## src/rtl/jt51_regwr_pkg.sv

```systemverilog
// jt51_regwr_pkg: register address map and strobe-index enum for the JT51 CPU write port.
// Address constants mark either single global registers or the base of a
// slot-register range; strobe_t names the single up_* line a data write drives.
package jt51_regwr_pkg;

    localparam logic [7:0] A_TEST   = 8'h01;
    localparam logic [7:0] A_KEYON  = 8'h08;
    localparam logic [7:0] A_NOISE  = 8'h0F;
    localparam logic [7:0] A_CLKA1  = 8'h10;
    localparam logic [7:0] A_CLKA2  = 8'h11;
    localparam logic [7:0] A_CLKB   = 8'h12;
    localparam logic [7:0] A_TIMER  = 8'h14;
    localparam logic [7:0] A_LFRQ   = 8'h18;
    localparam logic [7:0] A_PMDAMD = 8'h19;
    localparam logic [7:0] A_CTW    = 8'h1B;

    localparam logic [7:0] A_RL     = 8'h20;
    localparam logic [7:0] A_KC     = 8'h28;
    localparam logic [7:0] A_KF     = 8'h30;
    localparam logic [7:0] A_PMS    = 8'h38;
    localparam logic [7:0] A_DT1    = 8'h40;
    localparam logic [7:0] A_TL     = 8'h60;
    localparam logic [7:0] A_KS     = 8'h80;
    localparam logic [7:0] A_AMSEN  = 8'hA0;
    localparam logic [7:0] A_DT2    = 8'hC0;
    localparam logic [7:0] A_D1L    = 8'hE0;

    typedef enum logic [3:0] {
        ST_NONE,
        ST_KEYON,
        ST_RL,
        ST_KC,
        ST_KF,
        ST_PMS,
        ST_DT1,
        ST_TL,
        ST_KS,
        ST_AMSEN,
        ST_DT2,
        ST_D1L
    } strobe_t;

endpackage

```

## src/rtl/jt51_regwr_dec.sv

```systemverilog
// jt51_regwr_dec: combinational address decoder for the JT51 write port.
// Ports: addr (latched register address) -> sel (strobe index, ST_NONE if not a
// slot register), is_global (address is a directly stored global register),
// op/ch (target operator and channel).
// Config: JT51_REGWR_TEST_EN makes address 0x01 a global register.
module jt51_regwr_dec
    import jt51_regwr_pkg::*;
(
    input  logic [7:0] addr,
    output strobe_t    sel,
    output logic       is_global,
    output logic [1:0] op,
    output logic [2:0] ch
);

    always_comb begin
        sel = addr == A_KEYON ? ST_KEYON :
              addr >= A_D1L   ? ST_D1L   :
              addr >= A_DT2   ? ST_DT2   :
              addr >= A_AMSEN ? ST_AMSEN :
              addr >= A_KS    ? ST_KS    :
              addr >= A_TL    ? ST_TL    :
              addr >= A_DT1   ? ST_DT1   :
              addr >= A_PMS   ? ST_PMS   :
              addr >= A_KF    ? ST_KF    :
              addr >= A_KC    ? ST_KC    :
              addr >= A_RL    ? ST_RL    : ST_NONE;
    end

    // Channel registers (0x20-0x3F) carry no operator field.
    assign op = (addr >= A_RL && addr < A_DT1) ? 2'd0 : addr[4:3];
    assign ch = addr[2:0];

`ifdef JT51_REGWR_TEST_EN
    assign is_global = addr inside {A_TEST, A_NOISE, A_CLKA1, A_CLKA2, A_CLKB,
                                    A_TIMER, A_LFRQ, A_PMDAMD, A_CTW};
`else
    assign is_global = addr inside {A_NOISE, A_CLKA1, A_CLKA2, A_CLKB,
                                    A_TIMER, A_LFRQ, A_PMDAMD, A_CTW};
`endif

endmodule

```

## src/rtl/jt51_regwr.sv

```systemverilog
// jt51_regwr: CPU-side write port of the JT51 register path.
// Ports: clk/rst (async, active-high), cen (slot clock enable), cs_n/wr_n/a0/din
// (YM2151 bus); busy/dout/op/ch/up_* drive the slot-serialised register file for
// one 32-slot round; value_A..lfo_rst are the global registers held as levels.
// Config: JT51_REGWR_TEST_EN enables the 0x01 test register (lfo_rst), else lfo_rst=0.
module jt51_regwr
    import jt51_regwr_pkg::*;
(
    input  logic       clk,
    input  logic       rst,
    input  logic       cen,
    input  logic       cs_n,
    input  logic       wr_n,
    input  logic       a0,
    input  logic [7:0] din,
    output logic       busy,
    output logic [7:0] dout,
    output logic [1:0] op,
    output logic [2:0] ch,
    output logic       up_rl,
    output logic       up_kc,
    output logic       up_kf,
    output logic       up_pms,
    output logic       up_dt1,
    output logic       up_tl,
    output logic       up_ks,
    output logic       up_amsen,
    output logic       up_dt2,
    output logic       up_d1l,
    output logic       up_keyon,
    output logic [9:0] value_A,
    output logic [7:0] value_B,
    output logic       load_A,
    output logic       load_B,
    output logic       en_irq_A,
    output logic       en_irq_B,
    output logic       clr_flag_A,
    output logic       clr_flag_B,
    output logic       csm,
    output logic [7:0] lfo_freq,
    output logic [6:0] lfo_amd,
    output logic [6:0] lfo_pmd,
    output logic [1:0] lfo_w,
    output logic [1:0] ct,
    output logic       noise_en,
    output logic [4:0] nfrq,
    output logic       lfo_rst
);

    logic [7:0] addr;
    logic       wr_l;
    logic       wr_ev;
    logic [4:0] cnt;
    strobe_t    sel;
    strobe_t    sel_q;
    logic       is_global;
    logic [1:0] dec_op;
    logic [2:0] dec_ch;

    jt51_regwr_dec u_dec (
        .addr      (addr),
        .sel       (sel),
        .is_global (is_global),
        .op        (dec_op),
        .ch        (dec_ch)
    );

    // wr_l remembers wr_n from the previous clk, so a long low pulse is one write.
    assign wr_ev = !cs_n && !wr_n && wr_l;

    always_ff @(posedge clk or posedge rst) begin
        if (rst) begin
            wr_l       <= 1'b1;
            addr       <= 8'd0;
            cnt        <= 5'd0;
            busy       <= 1'b0;
            sel_q      <= ST_NONE;
            dout       <= 8'd0;
            op         <= 2'd0;
            ch         <= 3'd0;
            value_A    <= 10'd0;
            value_B    <= 8'd0;
            load_A     <= 1'b0;
            load_B     <= 1'b0;
            en_irq_A   <= 1'b0;
            en_irq_B   <= 1'b0;
            clr_flag_A <= 1'b0;
            clr_flag_B <= 1'b0;
            csm        <= 1'b0;
            lfo_freq   <= 8'd0;
            lfo_amd    <= 7'd0;
            lfo_pmd    <= 7'd0;
            lfo_w      <= 2'd0;
            ct         <= 2'd0;
            noise_en   <= 1'b0;
            nfrq       <= 5'd0;
`ifdef JT51_REGWR_TEST_EN
            lfo_rst    <= 1'b0;
`endif
        end else begin
            wr_l       <= wr_n;
            clr_flag_A <= 1'b0;
            clr_flag_B <= 1'b0;
            // The round ends on the 32nd cen pulse.
            if (busy && cen) begin
                cnt <= cnt + 5'd1;
                if (cnt == 5'd31)
                    busy <= 1'b0;
            end
            if (wr_ev && !a0)
                addr <= din;
            // A new slot-register write restarts the round, overriding the counter update above.
            if (wr_ev && a0 && sel != ST_NONE) begin
                sel_q <= sel;
                op    <= dec_op;
                ch    <= dec_ch;
                dout  <= din;
                busy  <= 1'b1;
                cnt   <= 5'd0;
            end
            if (wr_ev && a0 && is_global) begin
                case (addr)
                    A_NOISE: begin
                        noise_en <= din[7];
                        nfrq     <= din[4:0];
                    end
                    A_CLKA1: value_A[9:2] <= din;
                    A_CLKA2: value_A[1:0] <= din[1:0];
                    A_CLKB:  value_B <= din;
                    A_TIMER: begin
                        csm        <= din[7];
                        clr_flag_B <= din[5];
                        clr_flag_A <= din[4];
                        en_irq_B   <= din[3];
                        en_irq_A   <= din[2];
                        load_B     <= din[1];
                        load_A     <= din[0];
                    end
                    A_LFRQ:  lfo_freq <= din;
                    A_PMDAMD: begin
                        if (din[7])
                            lfo_pmd <= din[6:0];
                        else
                            lfo_amd <= din[6:0];
                    end
                    A_CTW: begin
                        ct    <= din[7:6];
                        lfo_w <= din[1:0];
                    end
`ifdef JT51_REGWR_TEST_EN
                    A_TEST:  lfo_rst <= din[1];
`endif
                    default: ;
                endcase
            end
        end
    end

`ifndef JT51_REGWR_TEST_EN
    assign lfo_rst = 1'b0;
`endif

    assign up_keyon = busy && sel_q == ST_KEYON;
    assign up_rl    = busy && sel_q == ST_RL;
    assign up_kc    = busy && sel_q == ST_KC;
    assign up_kf    = busy && sel_q == ST_KF;
    assign up_pms   = busy && sel_q == ST_PMS;
    assign up_dt1   = busy && sel_q == ST_DT1;
    assign up_tl    = busy && sel_q == ST_TL;
    assign up_ks    = busy && sel_q == ST_KS;
    assign up_amsen = busy && sel_q == ST_AMSEN;
    assign up_dt2   = busy && sel_q == ST_DT2;
    assign up_d1l   = busy && sel_q == ST_D1L;

endmodule

```

## config.mk

```make
export PLATFORM = sky130hd
export DESIGN_NAME = jt51_regwr
export DESIGN_NICKNAME = d
export VERILOG_FILES = /design/src/rtl/jt51_regwr_pkg.sv /design/src/rtl/jt51_regwr_dec.sv /design/src/rtl/jt51_regwr.sv
export SDC_FILE = /design/constraint.sdc
export NUM_CORES = 1
export LEC_CHECK = 0
export CAP_MARGIN = 20
export CORE_ASPECT_RATIO = 0.75
export CORE_MARGIN = 3
export CORE_UTILIZATION = 25
export CTS_CLUSTER_SIZE = 10
export DETAILED_ROUTE_END_ITERATION = 10
export SLEW_MARGIN = 20
export SYNTH_ARGS = -nofsm -noshare
export SYNTH_HDL_FRONTEND = slang
export SYNTH_SLANG_ARGS = --single-unit
```

## constraint.sdc

```tcl
create_clock -name clk -period 7.1 [get_ports clk]
set_clock_uncertainty 0.1 [all_clocks]
set_input_delay 0.71 -clock clk [delete_from_list [all_inputs] [get_ports clk]]
set_output_delay 0.71 -clock clk [all_outputs]
set_load 0.02 [all_outputs]
```

==> run metrics <==
status finished clean; max-cap violation count 0; Final Net Count 380; CTS resizes 0; Seq. cell area ~0.0022 mm²; CP endpoint kind output pin; CTS Buf Count 9; maximum VDD drop approximately 140 µV; synth warn 0; CP max stage cell clkdlybuf4s50_1; Syn Area/Cell about 14 µm²; CP Launch Type flip-flop; Final Hold Vio Count 0; DP Wirelength about 6800 µm; Synth Instances around 270; most common cell in the netlist dfrtp_1; post-synth top area share 0.584; ys async rst share 1.00; Initial Util 0.258; Final period util 0.411; post-CTS setup buffers 0; Main synth FF type dfrtp_1; met2 wire length between 3000 and 4000 µm; Leak 2.33 nW; Slew Limit Fails 0; Min-Delay Path Depth 1; Mapped Nets 287; worst skew pair latency between 0.3 and 0.4 ns; 1st-iter DRT viols 85; CTS clock-pin slew for the worst setup and hold paths about 0.070 ns; main area contributors after synthesis dfrtp_1 (58%), mux2_2 (21%), nor2_1 (1.6%); Total GRT Usage 0.120; root buffer cell clkbuf_16; Crit. path cell count 3; Max clock buf depth 2; FILL cells between 1k and 1.5k; DRC violations left 0; Data required, critical path between 6 and 7 ns; Routed Antenna Nets 0; Worst Reg-to-Reg Cells 4; slew margin rel. 0.309; Post-Syn Area about 0.0038 mm²; die width 148 µm; total power roughly 1.5 mW; #FFs+latches synth 89; WL final between 9000 and 10000 µm; critical path fanouts, max 10; final setup TNS 0 ns; Worst path top cell family by delay simple AND/OR/NAND/NOR gates; post-synth cell types 45; vias between 2k and 3k; IO Port Bufs 95; met3 WL ~580 µm; WP buf/inv 1; Core ar. around 0.015 mm²; drt pass-1 iters 4; die area 0.0166 mm²; critical path arrival approximately 2.1 ns; Yosys top cell by area dfrtp_1; final setup vio count 0; clk sink count 89; Placer Congestion 0.773; I/O pin count 97; CTS tree done; vias per cell approximately 4.4; # H-tree levels 3; pin count of the biggest net entering global routing 73; sequential share of the synthesized area 0.591; met1 WL 4670 µm; Final min period roughly 2.9 ns; initial antenna violation count 0; CP Cell Sequence or3b_2 -> nor2_1 -> clkdlybuf4s50_1; Power Dens Cells ~290 mW/mm²; Hold WC Path Type flip-flop to flip-flop; Multi-input gate area 0.00146 mm²; first-pass GRT wire length 15200 µm; Max Freq 342 MHz; Post-synth top cells dfrtp_1 (88), mux2_2 (69), nor2_1 (16); WS Path Type flip-flop to output pin; top sig layer met4; Post-synth EDFFs 0; vias in the first global route between 2k and 3k; Largest stage delay, worst path between 0.6 and 0.7 ns; layout cell share with drive strength beyond 1 0.282; R2R setup slack about 4.7 ns; Avg WL per Cell around 16 µm; RSZ-0062 raised after global routing false; cts hold-fix bufs 0; n_diodes 0; row count 38; Slew @ Worst Pin about 1.0 ns; area grow syn2layout 39.4%; grt ovf 0; Die Ht between 100 and 150 µm
## flip-flops by register name (all words and copies together) (netlist names)
| name | flops |
|---|---|
| en_irq_A | 1 |
| wr_l | 1 |
| ch | 3 |
| lfo_pmd | 7 |
| noise_en | 1 |
| clr_flag_B | 1 |
| lfo_amd | 7 |
| lfo_freq | 8 |
| value_A | 10 |
| ct | 2 |
| load_A | 1 |
| en_irq_B | 1 |
| busy | 1 |
| nfrq | 5 |
| dout | 8 |
| lfo_w | 2 |
| cnt | 5 |
| clr_flag_A | 1 |
| addr | 8 |
| value_B | 8 |
| csm | 1 |
| load_B | 1 |
| sel_q | 4 |
| op | 2 |
## worst paths after layout
check / endpoint / startpoint
max in group asynchronous: en_irq_A / rst
min reg2reg: lfo_pmd[1] / lfo_pmd[1]
min in group asynchronous: dout[7] / rst
max: up_kf / busy
max reg2reg: lfo_amd[3] / wr_l
min: lfo_pmd[1] / lfo_pmd[1]
## stage by stage
step	area, µm²	util	cells	hold slack (ns)	setup slack (ns)
6_report	5250	0.360	569	0.402	4.18
5_1_grt	5250	0.360	569	0.420	4.09
4_1_cts	5250	0.360	569	0.407	4.15
3_5_place_dp	4900	0.336	553	0.393	3.95
3_3_place_gp	4900	0.336	553	0.389	4.03
2_1_floorplan	3770	-	271	0.402	3.98
## kinds of logic (layout without fill, tap and decap cells)
kind of cell | Yosys count | count (layout) | synth area share
flops | 89 | 89 | 0.591
simple gates | 74 | 74 | 0.128
mux | 71 | 71 | 0.214
compound gates | 16 | 16 | 0.0312
buf+inv | 15 | 113 | 0.0206
xor+xnor | 3 | 3 | 0.00697
fa+ha+maj | 2 | 2 | 0.00664
other cells | 1 | 1 | 0.000995
## routing by layer
layer,global-route usage,vias up
met3,0.0440,9
met1,0.174,1269
met4,0.0354,0
met2,0.167,75
li1,-,1155
met5,0,-
## cells in the final DEF (no fill, tap or decap), types with 2 or more instances in the layout
master | synthesis | final
nor2b_1 | 2 | 2
a22o_1 | 5 | 5
and2_1 | 2 | 2
dfrtp_1 | 88 | 88
nor4_1 | 2 | 2
ha_1 | 2 | 2
mux2_4 | 2 | 2
nand2_1 | 12 | 12
nand3_1 | 6 | 6
nor4_4 | 2 | 2
clkdlybuf4s50_1 | 0 | 95
and3_1 | 3 | 3
clkbuf_16 | 0 | 9
a21oi_1 | 5 | 5
nor2_1 | 16 | 16
bufinv_16 | 0 | 2
xor2_1 | 2 | 2
nand3b_1 | 2 | 2
o21ai_0 | 2 | 2
a22oi_1 | 2 | 2
mux2_2 | 69 | 69
nor3_1 | 8 | 8
nand4_2 | 2 | 2
nand2b_1 | 4 | 4
clkbuf_8 | 0 | 4
## power by group
group | total [mW] | switching, mW | internal [mW]
Combinational | 0.312 | 0.156 | 0.156
Clock | 0.541 | 0.193 | 0.348
Sequential | 0.650 | 0.0762 | 0.574
## layout make-up
| type | count | share of cell area |
|---|---|---|
| clock buffers | 13 | 0.0533 |
| clock inverters | 3 | 0.0131 |
| inverters | 1 | 0.000953 |
| multi-input cells | 167 | 0.278 |
| flip-flops and latches | 89 | 0.424 |
| well taps | 200 | 0.0476 |
| repair buffers | 96 | 0.182 |
No activity file was read; power rests on OpenSTA's default activity.
